===== src/rtl/ttl_counter_pkg.sv =====
`default_nettype none
// ============================================================================
//  Module      : ttl_counter_pkg
//  Description : Shared types and default sizes for the TTL-style counter
//                family (direction encoding, default width and reset value).
//  Revision    : 1.0 - initial release
// ============================================================================
package ttl_counter_pkg;

    // Count direction, matching the polarity of the 'direction' pin.
    typedef enum logic {
        DIR_DOWN = 1'b0,
        DIR_UP   = 1'b1
    } cnt_dir_e;

    // Defaults chosen to match the legacy 9-bit TTL counter models.
    localparam int CNT_WIDTH_DEFAULT     = 9;
    localparam int CNT_RESET_VAL_DEFAULT = 0;

endpackage : ttl_counter_pkg
`default_nettype wire


===== src/rtl/cen_edge_detect.sv =====
`default_nettype none
// ============================================================================
//  Module      : cen_edge_detect
//  Description : Rising-edge detector for the count strobe. Produces a
//                single-clk 'tick' when 'cen' is high and was low on the
//                previous clk. The history register resets high so a strobe
//                held high through reset does not fire on release.
//  Revision    : 1.0 - initial release
// ============================================================================
module cen_edge_detect (
    input  logic clk,
    input  logic Reset,
    input  logic cen,
    output logic tick
);

    logic cen_d_q;

    // Remember the previous strobe level; reset to 1 to suppress a tick on release.
    always_ff @(posedge clk) begin
        if (Reset) begin
            cen_d_q <= 1'b1;
        end else begin
            cen_d_q <= cen;
        end
    end

    assign tick = cen & ~cen_d_q;

endmodule : cen_edge_detect
`default_nettype wire


===== src/rtl/nbit_bounded_counter.sv =====
`default_nettype none
// ============================================================================
//  Module      : nbit_bounded_counter
//  Description : Loadable up/down counter with programmable low/high bounds,
//                74LS-style load_n/ent_n/enp_n controls, combinational ripple
//                carry (rco) and a registered terminal-count pulse (tc).
//                Bounds are compared by equality only, so an out-of-range
//                count keeps stepping modulo 2^WIDTH until it meets a bound.
//  Config      : NBIT_COUNTER_CEN_EDGE_EN - when defined, ticks are rising
//                edges of 'cen'; otherwise 'cen' is a level clock-enable.
//  Revision    : 1.0 - initial release
// ============================================================================
module nbit_bounded_counter
    import ttl_counter_pkg::*;
#(
    parameter int               WIDTH     = CNT_WIDTH_DEFAULT,
    parameter logic [WIDTH-1:0] RESET_VAL = WIDTH'(CNT_RESET_VAL_DEFAULT),
    parameter bit               SATURATE  = 1'b0
) (
    input  logic             clk,
    input  logic             Reset,
    input  logic             cen,
    input  logic             direction,
    input  logic             load_n,
    input  logic             ent_n,
    input  logic             enp_n,
    input  logic [WIDTH-1:0] P,
    input  logic [WIDTH-1:0] lo,
    input  logic [WIDTH-1:0] hi,
    output logic [WIDTH-1:0] Q,
    output logic             rco,
    output logic             tc
);

    logic [WIDTH-1:0] q_q;
    logic [WIDTH-1:0] q_d;
    logic             tc_q;
    logic             tc_d;

    logic             w_tick;
    cnt_dir_e         w_dir;
    logic             w_at_hi;
    logic             w_at_lo;
    logic             w_bound_hit;
    logic             w_count_en;

`ifdef NBIT_COUNTER_CEN_EDGE_EN
    // Ticks are cen rising edges seen in the clk domain.
    cen_edge_detect u_cen_edge_detect (
        .clk   (clk),
        .Reset (Reset),
        .cen   (cen),
        .tick  (w_tick)
    );
`else
    // Plain level enable: every clk with cen high is a tick.
    assign w_tick = cen;
`endif

    assign w_dir       = cnt_dir_e'(direction);
    assign w_at_hi     = (q_q == hi);
    assign w_at_lo     = (q_q == lo);
    // The bound that matters depends on which way we are heading.
    assign w_bound_hit = (w_dir == DIR_UP) ? w_at_hi : w_at_lo;
    assign w_count_en  = ~ent_n & ~enp_n;

    // Next count and terminal-count pulse: load beats count, count beats hold.
    always_comb begin
        q_d  = q_q;
        tc_d = 1'b0;
        if (w_tick) begin
            if (!load_n) begin
                q_d = P;
            end else if (w_count_en) begin
                if (w_bound_hit) begin
                    tc_d = 1'b1;
                    if (!SATURATE) begin
                        q_d = (w_dir == DIR_UP) ? lo : hi;
                    end
                end else begin
                    q_d = (w_dir == DIR_UP) ? (q_q + 1'b1) : (q_q - 1'b1);
                end
            end
        end
    end

    // Count and tc registers; reset wins over any simultaneous tick.
    always_ff @(posedge clk) begin
        if (Reset) begin
            q_q  <= RESET_VAL;
            tc_q <= 1'b0;
        end else begin
            q_q  <= q_d;
            tc_q <= tc_d;
        end
    end

    // Ripple carry ignores cen/enp_n/load_n so chained stages see it early.
    assign rco = ~ent_n & w_bound_hit;
    assign Q   = q_q;
    assign tc  = tc_q;

endmodule : nbit_bounded_counter
`default_nettype wire


===== config.mk =====
export PLATFORM = sky130hd
export DESIGN_NAME = nbit_bounded_counter
export DESIGN_NICKNAME = d
export VERILOG_FILES = /design/src/rtl/ttl_counter_pkg.sv /design/src/rtl/cen_edge_detect.sv /design/src/rtl/nbit_bounded_counter.sv
export SDC_FILE = /design/constraint.sdc
export NUM_CORES = 1
export LEC_CHECK = 0
export BUFFER_PORTS_ARGS = -buffer_cell sky130_fd_sc_hd__clkbuf_2
export CORE_UTILIZATION = 50
export DETAILED_ROUTE_END_ITERATION = 6
export GPL_ROUTABILITY_DRIVEN = 0
export HOLD_SLACK_MARGIN = 0.05
export PLACE_DENSITY = 0.81
export SETUP_SLACK_MARGIN = 0.1
export SLEW_MARGIN = 15
export SYNTH_ARGS = -nofsm -noshare
export SYNTH_HDL_FRONTEND = slang
export SYNTH_SLANG_ARGS = --single-unit

===== constraint.sdc =====
create_clock -name clk -period 5.3 [get_ports clk]
set_clock_uncertainty 0.15 [all_clocks]
set_input_delay 0.265 -clock clk [delete_from_list [all_inputs] [get_ports clk]]
set_output_delay 0.265 -clock clk [all_outputs]
set_load 0.01 [all_outputs]

==> out/metrics.yaml, run 1 <==
global_routing:
  grt_max_degree: 25
  antenna_found_initial: 0
  first_global_vias: 1147
  grt-ovfl-total: 0
  grt.total_usage_pct: 26.4
  grt_pass1_wl_um: 5090
timing:
  period_needed_ns: 3.07
  finalHoldViolations: 0
  max_slew_margin_pct: 61.1
  worstMarginPinSlew_ns: 0.568
  clock.fmax_mhz: 326
  setup_viol: 0
  timing.setup.tns_ns: 0
  drv_slew: 0
  final.period_utilization_pct: 57.9
  rsz0062_at_grt: "false"
worst_hold_path:
  hp-class: "in2reg"
  hold_depth: 2
power:
  power.switching_fraction_pct: 38.6
  p_comb_share_pct: 45.9
  p_total_mw: 0.269
  p_per_area_nw_per_um2: 193
  seq_power_share_pct: 33.7
  clockPowerShare_pct: 20.4
  p_sw_mw: 0.104
  ir_drop_mv: 0.0880
  p_leak_nw: 0.625
  internal_power_mw: 0.165
die:
  pin_count: 45
  initial_core_util_pct: 53.4
  fp.dieH_um: 50.6
  num_rows: 17
  coreArea_sq_um: 2210
  dieArea_sq_um: 2560
  die_x_um: 50.6
drt:
  ant_nets: 0
  met1_length_um: 1390
  highest-signal-layer: "met4"
  dr_wl_met2_um: 1510
  wl_per_cell_um: 14.9
  remaining_drc_errors: 0
  routed_wl_um: 3090
  met3WireLength_um: 133
  initialDrtViolationCount: 39
  via_per_inst: 6.01
  drtPass1Iterations: 4
  vias: 1245
synthesis:
  synth-edff-count: 0
  ys.warnings.count: 0
  async_flop_share_pct: 0
  synth_area_sq_um: 1180
  ys_seq_elements: 10
  syn-num-nets: 182
  yosys-top-cells-area: "dfxtp_1 17%, xnor2_1 10%, mux2i_1 9.3%"
  yosysTopAreaCell: "dfxtp_1"
  yosysUniqueCellTypes: 42
  synth_ff_type: "dfxtp_1"
  synthCells: 140
  avgSynthCellArea_sq_um: 8.44
  netlist.area_leader.share_pct: 16.9
  yosysSeqAreaShare_pct: 16.9
setup_path:
  cp-end-kind: "flop"
  reg2reg_depth: 7
  slowest_delay_ns: 0.54
  crit_fanout: 24
  crit_slowest_cell: "a2111oi_0"
  cp_data_required_time_ns: 5.34
  crit_path_start_kind: "primary input"
  crit_type: "in2reg"
  cp.arrival_ns: 3.11
  crit_chain: "clkbuf_2 -> inv_1 -> fa_1 -> a21o_1 -> a211o_1 -> a2111oi_0 -> o21a_1 -> nor3_1 -> o32ai_1"
outcome:
  outcome: "finished clean"
clock_tree:
  cts_sinks: 10
  ctsHtreeMaxLevel: 1
  cts.clk_slew.worst_paths_ns: 0.06
  worstSkewPairLatency_ns: 0.28
  cts_max_path_buffers: 2
  hold_buffers: 0
  cts_tree: "built"
  post_cts_buffers: 0
  cts_resized: 0
  cts_root_buf: "clkbuf_4"
  cts_made_buffers: 3
layout:
  syn2layout_area_growth_pct: 17.7
  final_cell_mix: "44 x clkbuf_2, 14 x xnor2_1, 13 x a21oi_1"
  drive_gt1_share_pct: 29.6
  finalCoreUtilization_pct: 62.8
  final_common_cell: "clkbuf_2"
  final_area_sq_um: 1390
  n_antenna_cell: 0
  final_cells: 207
  fin_nets: 223
placement:
  dp_cells: 204
  dp_hpwl_um: 2460
  io_buffers: 44
  place_area_sq_um: 1370
flow_run:
  max-cap-violations: 0
-- layer usage --
metal,global-route usage (%),up-vias
li1,-,609
met1,33.8,587
met2,45.3,44
met3,1.82,5
met4,11.1,0
met5,0,-
-- power groups by stage --
stage	clock network, mW	logic, mW	registers, mW
floorplan	0	0.0891	0.0923
global placement	0	0.119	0.0921
detailed placement	0	0.122	0.0923
CTS	0.0547	0.123	0.0904
global route	0.0578	0.137	0.0913
finish	0.0549	0.123	0.0906
-- stage by stage --
step,hold slack [ns],worst slack (ns)
final,0.161,2.23
after global routing,0.182,2.06
after CTS,0.152,2.25
after detailed placement,0.406,1.98
after global placement,0.392,2.15
after floorplan,0.354,2.51
-- worst max-delay path: cells and delay by family --
family / cells / cell delay, ns
adders and majority gates: 1 / 0.48
and+or+nand+nor: 1 / 0.05
AOI/OAI and AO/OA: 5 / 1.50
buffers and inverters: 2 / 0.80
-- path summary, 6_finish.rpt --
kind                             end      start  slack, ns
worst min register to register  Q[6]       Q[6]       0.41
worst max-delay path            Q[8]  direction       2.23
worst max register to register  Q[8]       Q[0]       2.64
worst min-delay path            Q[5]      Reset       0.16
-- cell usage after synthesis (2+ instances only) --
cell type	n
xor2_1	2
nor3_1	3
a311oi_1	5
mux2i_1	11
and2_1	2
and3_1	3
a211oi_1	5
xnor2_1	14
o2111ai_1	5
mux2_2	2
nand2b_1	3
a21oi_1	13
ha_1	7
nor2_1	11
inv_1	4
buf_6	2
o21a_1	2
nand2_1	4
o32ai_1	2
nand3_1	7
or3_1	2
dfxtp_1	10
clkbuf_1	2
-- layout make-up --
cell class / instances / area (sq um)
multi-input cells: 118 / 897
repair buffers: 44 / 220
clock buffers: 3 / 22.5
flip-flops and latches: 10 / 200
inverters: 4 / 15.0
fillers: 203 / 822
well taps: 28 / 35.0
-- kinds of logic (layout without fill, tap and decap cells) --
family / count (synthesis) / after routing / synth area share [%]
multiplexers: 13 / 13 / 11.2
AO/OA/AOI/OAI: 41 / 41 / 25.2
flip-flops: 10 / 10 / 16.9
XOR/XNOR: 16 / 16 / 11.9
AND/OR/NAND/NOR: 40 / 40 / 18.5
adder cells (fa/ha/maj): 8 / 8 / 9.11
buffers and inverters: 12 / 51 / 7.10
-- flip-flops by register name, indices dropped and copies added (netlist names) --
| name | count |
|---|---|
| Q | 9 |
| tc | 1 |
(Power assumes the default switching activity.)
==> run 2, diff against run 1 <==
--- a/config.mk
+++ b/config.mk
@@ -6,11 +6,11 @@
 export NUM_CORES = 1
 export LEC_CHECK = 0
 export BUFFER_PORTS_ARGS = -buffer_cell sky130_fd_sc_hd__clkbuf_2
-export CORE_UTILIZATION = 50
+export CORE_UTILIZATION = 49
 export DETAILED_ROUTE_END_ITERATION = 6
 export GPL_ROUTABILITY_DRIVEN = 0
 export HOLD_SLACK_MARGIN = 0.05
-export PLACE_DENSITY = 0.81
+export PLACE_DENSITY = 0.8
 export SETUP_SLACK_MARGIN = 0.1
 export SLEW_MARGIN = 15
 export SYNTH_ARGS = -nofsm -noshare
==> constraint.sdc (replaced) <==
create_clock -name clk -period 2.9 [get_ports clk]
set_clock_uncertainty 0.15 [all_clocks]
set_input_delay 0.145 -clock clk [delete_from_list [all_inputs] [get_ports clk]]
set_output_delay 0.145 -clock clk [all_outputs]
set_load 0.01 [all_outputs]
==> run 2 against run 1 <==
  * Clock power grew 82%
  * Flip-flop and latch count is the same
  * Sequential power grew 82%
  * Largest cell class unchanged
  * Global-route usage grew 0.15 points
  * Largest power group unchanged
==> out/metrics.yaml, run 2 (synthesis results as in run 1) <==
outcome:
  outcome: "finished clean"  # unchanged
timing:
  finalHoldViolations: 0  # unchanged
  worstMarginPinSlew_ns: 0.562  # was 0.568 ns
  setup_viol: 0  # unchanged
  final.period_utilization_pct: 89.5
  max_slew_margin_pct: 61.6  # was 61.1%
  clock.fmax_mhz: 385
  drv_slew: 0  # unchanged
  timing.setup.tns_ns: 0  # unchanged
  rsz0062_at_grt: "false"  # unchanged
  period_needed_ns: 2.60
clock_tree:
  worstSkewPairLatency_ns: 0.27  # was 0.28 ns
  cts_root_buf: "clkbuf_4"  # unchanged
  cts_max_path_buffers: 2  # unchanged
  cts_made_buffers: 3  # unchanged
  cts_sinks: 10  # unchanged
  ctsHtreeMaxLevel: 1  # unchanged
  post_cts_buffers: 0  # unchanged
  cts.clk_slew.worst_paths_ns: 0.07  # was 0.06 ns
  cts_tree: "built"  # unchanged
  cts_resized: 0  # unchanged
power:
  clockPowerShare_pct: 20.1  # was 20.4%
  p_per_area_nw_per_um2: 354  # was 193 nW/um^2
  p_sw_mw: 0.194  # was 0.104 mW
  seq_power_share_pct: 33.1  # was 33.7%
  internal_power_mw: 0.304  # was 0.165 mW
  ir_drop_mv: 0.188  # was 0.0880 mV
  p_leak_nw: 0.634  # was 0.625 nW
  p_total_mw: 0.498  # was 0.269 mW
  p_comb_share_pct: 46.8  # was 45.9%
  power.switching_fraction_pct: 39.0  # was 38.6%
setup_path:
  crit_type: "reg2reg"  # was in2reg
  cp.arrival_ns: 2.63  # was 3.11 ns
  crit_fanout: 6  # was 24
  crit_slowest_cell: "a2111oi_0"  # unchanged
  crit_path_start_kind: "flop"  # was primary input
  crit_chain: "fa_1 -> a21o_1 -> a211o_1 -> a2111oi_0 -> o21a_1 -> nor3_1 -> o32ai_1"  # was clkbuf_2 -> inv_1 -> fa_1 -> a21o_1 -> a211o_1 -> a2111oi_0 -> o21a_1 -> nor3_1 -> o32ai_1
  startpoint: "Q[0]"  # was direction
  crit_family: "compound AO/OA/AOI/OAI gates"  # unchanged
  slowest_delay_ns: 0.52  # was 0.54 ns
  cp_data_required_time_ns: 2.93  # was 5.34 ns
  worst-path-buf-inv: 0  # was 2
  cp-end-kind: "flop"  # unchanged
  r2r-start: "Q[0]"  # unchanged
drt:
  drtPass1Iterations: 4  # unchanged
  routed_wl_um: 3360  # was 3090 um
  wl_per_cell_um: 16.1  # was 14.9 um
  vias: 1306  # was 1245
  ant_nets: 0  # unchanged
  initialDrtViolationCount: 36  # was 39
  remaining_drc_errors: 0  # unchanged
  via_per_inst: 6.25  # was 6.01
die:
  pin_count: 45  # unchanged
  coreArea_sq_um: 2230  # was 2210 sq um
  fp.dieH_um: 51.1  # was 50.6 um
  num_rows: 17  # unchanged
  dieArea_sq_um: 2610  # was 2560 sq um
  initial_core_util_pct: 52.9  # was 53.4%
  die_x_um: 51.1  # was 50.6 um
layout:
  drive_gt1_share_pct: 29.8  # was 29.6%
  finalCoreUtilization_pct: 63.0  # was 62.8%
  largest_reg_flops: 9  # unchanged
  final_common_cell: "clkbuf_2"  # unchanged
  final_cell_mix: "44 x clkbuf_2, 14 x xnor2_1, 13 x a21oi_1"  # unchanged
  syn2layout_area_growth_pct: 19.2  # was 17.7%
  final_area_sq_um: 1410  # was 1390 sq um
  fin_nets: 225  # was 223
  n_antenna_cell: 0  # unchanged
  final_cells: 209  # was 207
global_routing:
  grt_pass1_wl_um: 5200  # was 5090 um
  first_global_vias: 1161  # was 1147
  antenna_found_initial: 0  # unchanged
  grt.total_usage_pct: 26.6  # was 26.4%
  grt-ovfl-total: 0  # unchanged
  grt_max_degree: 24  # was 25
placement:
  place_area_sq_um: 1380  # was 1370 sq um
  dp_cells: 205  # was 204
  io_buffers: 44  # unchanged
  dp_hpwl_um: 2610  # was 2460 um
flow_run:
  max-cap-violations: 0  # unchanged
worst_hold_path:
  hp-class: "in2reg"  # unchanged
  hp-start: "P[5]"  # was Reset
## run 2: changes by cell type in the layout (fill, tap and decap cells not counted)
cell / delta
dlygate4sd3_1: +1
buf_4: +1
## run 2: per-layer routing
layer / part of all wire, % / routed length [um] / global-route usage [%] / up-vias
met4: 2.1 / 72 / 10.2 / 0
met2: 51 / 1710 / 45.0 / 59
met5: 0 / 0 / 0 / -
met3: 5.9 / 198 / 1.79 / 6
met1: 41 / 1380 / 34.8 / 625
li1: - / - / - / 616
## run 2: path summary, 6_finish.rpt
path | cells past startpoint | end | slack (ns)
worst min register to register | 2 | Q[3] | 0.42
worst max-delay path | 7 | Q[8] | 0.30
worst min-delay path | 3 | Q[5] | 0.06
worst max register to register | 7 | Q[8] | 0.30
## run 2: power by group through the flow
stage,clock [mW],sequential [mW],combinational (mW)
after detailed placement,0,0.167,0.229
after global placement,0,0.167,0.220
after CTS,0.100,0.164,0.232
final,0.100,0.165,0.233
after floorplan,0,0.169,0.163
after global routing,0.110,0.166,0.254
## run 2: metrics by stage
| step | hold WS (ns) | worst slack (ns) |
|---|---|---|
| final | 0.0573 | 0.305 |
| after global placement | 0.328 | 0.384 |
| after CTS | 0.0548 | 0.300 |
| after detailed placement | 0.333 | 0.303 |
| after floorplan | 0.188 | 0.233 |
| after global routing | 0.0632 | 0.101 |
## run 2: area by class of cell
class	instances	area [sq um]
Clock buffer	3	22.5
Sequential cell	10	200
Timing Repair Buffer	46	238
Inverter	4	15.0
Multi-Input combinational cell	118	897
Fill cell	216	826
Tap cell	28	35.0
## run 2: timing repair
action,CTS,global route
hold endpoints to repair,6,0
hold buffers,1,0
setup endpoints to repair,0,0
## run 2: tightest hold or removal path: stages
cell and delay (ns):
clkbuf_2 0.08, a21oi_1 0.13, a211oi_1 0.08
==> run 3, diff against run 2 <==
--- a/config.mk
+++ b/config.mk
@@ -6,12 +6,12 @@
 export NUM_CORES = 1
 export LEC_CHECK = 0
 export BUFFER_PORTS_ARGS = -buffer_cell sky130_fd_sc_hd__clkbuf_2
-export CORE_UTILIZATION = 49
+export CORE_UTILIZATION = 35
 export DETAILED_ROUTE_END_ITERATION = 6
 export GPL_ROUTABILITY_DRIVEN = 0
 export HOLD_SLACK_MARGIN = 0.05
-export PLACE_DENSITY = 0.8
 export SETUP_SLACK_MARGIN = 0.1
+export SKIP_CTS_REPAIR_TIMING = 1
 export SLEW_MARGIN = 15
 export SYNTH_ARGS = -nofsm -noshare
 export SYNTH_HDL_FRONTEND = slang
==> run 3 against run 2 <==
  * Combinational power decreased by 3%
  * Worst setup slack improved by 0.029 ns
  * Flip-flop and latch count unchanged
  * Non-clock buffer count decreased by 1
  * Wire length decreased by 2.7%
  * Largest cell class unchanged
==> out/metrics.yaml, run 3 (synthesis results as in run 1) <==
layout:
  n_antenna_cell: 0  # unchanged
  largest_reg_flops: 9  # unchanged
  final_common_cell: "clkbuf_2"  # unchanged
  fin_nets: 224  # was 225
  finalCoreUtilization_pct: 45.3  # was 63.0%
  syn2layout_area_growth_pct: 20.0  # was 19.2%
  final_cell_mix: "44 x clkbuf_2, 14 x xnor2_1, 13 x a21oi_1"  # unchanged
  drive_gt1_share_pct: 30.0  # was 29.8%
  final_area_sq_um: 1420  # was 1410 sq um
timing:
  clock.fmax_mhz: 390  # was 385 MHz
  timing.setup.tns_ns: 0  # unchanged
  setup_viol: 0  # unchanged
  max_slew_margin_pct: 62.7  # was 61.6%
  drv_slew: 0  # unchanged
  final.period_utilization_pct: 88.5  # was 89.5%
  finalHoldViolations: 0  # unchanged
  period_needed_ns: 2.57  # was 2.60 ns
  worstMarginPinSlew_ns: 0.546  # was 0.562 ns
  rsz0062_at_grt: "false"  # unchanged
die:
  num_rows: 20  # was 17
  die_x_um: 60.1  # was 51.1 um
  pin_count: 45  # unchanged
  dieArea_sq_um: 3610  # was 2610 sq um
  fp.dieH_um: 60.1  # was 51.1 um
  initial_core_util_pct: 37.8  # was 52.9%
  coreArea_sq_um: 3130  # was 2230 sq um
clock_tree:
  cts_root_buf: "clkbuf_4"  # unchanged
  cts_tree: "built"  # unchanged
  worstSkewPairLatency_ns: 0.28  # was 0.27 ns
  cts.clk_slew.worst_paths_ns: 0.08  # was 0.07 ns
  cts_sinks: 10  # unchanged
  cts_made_buffers: 3  # unchanged
  ctsHtreeMaxLevel: 1  # unchanged
  cts_max_path_buffers: 2  # unchanged
power:
  p_per_area_nw_per_um2: 350  # was 354 nW/um^2
  p_leak_nw: 0.630  # was 0.634 nW
  p_comb_share_pct: 45.6  # was 46.8%
  power.switching_fraction_pct: 38.9  # was 39.0%
  internal_power_mw: 0.303  # was 0.304 mW
  p_sw_mw: 0.193  # was 0.194 mW
  ir_drop_mv: 0.155  # was 0.188 mV
  seq_power_share_pct: 33.1  # about the same
  clockPowerShare_pct: 21.3  # was 20.1%
setup_path:
  crit_type: "reg2reg"  # unchanged
  crit_family: "compound AO/OA/AOI/OAI gates"  # unchanged
  crit_fanout: 6  # unchanged
  slowest_delay_ns: 0.51  # was 0.52 ns
  cp.arrival_ns: 2.61  # was 2.63 ns
  crit_path_start_kind: "flop"  # unchanged
  cp-end-kind: "flop"  # unchanged
  crit_chain: "fa_1 -> a21o_1 -> a211o_1 -> a2111oi_0 -> o21a_1 -> nor3_1 -> o32ai_1"  # unchanged
  crit_slowest_cell: "a2111oi_0"  # unchanged
  worst-path-buf-inv: 0  # unchanged
  cp_data_required_time_ns: 2.94  # was 2.93 ns
placement:
  dp_hpwl_um: 2480  # was 2610 um
  io_buffers: 44  # unchanged
  place_area_sq_um: 1400  # was 1380 sq um
drt:
  remaining_drc_errors: 0  # unchanged
  routed_wl_um: 3270  # was 3360 um
  drtPass1Iterations: 4  # unchanged
  ant_nets: 0  # unchanged
  initialDrtViolationCount: 31  # was 36
  vias: 1214  # was 1306
  via_per_inst: 5.42  # was 6.25
  wl_per_cell_um: 14.6  # was 16.1 um
outcome:
  outcome: "finished clean"  # unchanged
global_routing:
  grt.total_usage_pct: 19.5  # was 26.6%
  grt_max_degree: 24  # unchanged
  antenna_found_initial: 0  # unchanged
  first_global_vias: 1061  # was 1161
  grt-ovfl-total: 0  # unchanged
  grt_pass1_wl_um: 5060  # was 5200 um
flow_run:
  max-cap-violations: 0  # unchanged
worst_hold_path:
  hp-class: "in2reg"  # unchanged
run 3: stage by stage:
step | hold slack [ns] | power, mW | setup WS [ns] | instances
after floorplan | 0.188 | 0.331 | 0.233 | 140
after global placement | 0.341 | 0.388 | 0.381 | 221
after detailed placement | 0.339 | 0.392 | 0.320 | 221
after CTS | 0.0429 | 0.498 | 0.342 | 224
after global routing | 0.0609 | 0.530 | 0.226 | 224
final | 0.0465 | 0.495 | 0.334 | 224
run 3: path summary, 6_finish.rpt:
path | cells after the start | slack, ns | startpoint | endpoint
max | 7 | 0.33 | Q[0] | Q[8]
min | 3 | 0.05 | P[5] | Q[5]
max reg2reg | 7 | 0.33 | Q[0] | Q[8]
min reg2reg | 2 | 0.41 | Q[2] | Q[2]
run 3: tightest hold or removal path, delay by kind of cell:
family / cells / cell delay [ns]
AO/OA/AOI/OAI: 2 / 0.21
buffers and inverters: 1 / 0.08
run 3: final cells by class:
| class | instances | area (sq um) |
|---|---|---|
| Clock buffer | 3 | 22.5 |
| Fill cell | 326 | 1710 |
| Inverter | 4 | 15.0 |
| Multi-Input combinational cell | 118 | 897 |
| Sequential cell | 10 | 200 |
| Tap cell | 44 | 55.1 |
| Timing Repair Buffer | 45 | 228 |
run 3: per-layer routing:
metal / global-route usage [%] / wire length [um]
met2: 30.0 / 1470
met3: 3.25 / 167
met4: 4.98 / 24
met5: 0 / 0
met1: 27.7 / 1610
run 3: power groups by stage:
stage               logic (mW)  clock network, mW  registers [mW]
finish                   0.226              0.106           0.164
CTS                      0.226              0.108           0.164
detailed placement       0.225                  0           0.167
floorplan                0.163                  0           0.169
global placement         0.221                  0           0.167
global route             0.250              0.113           0.167
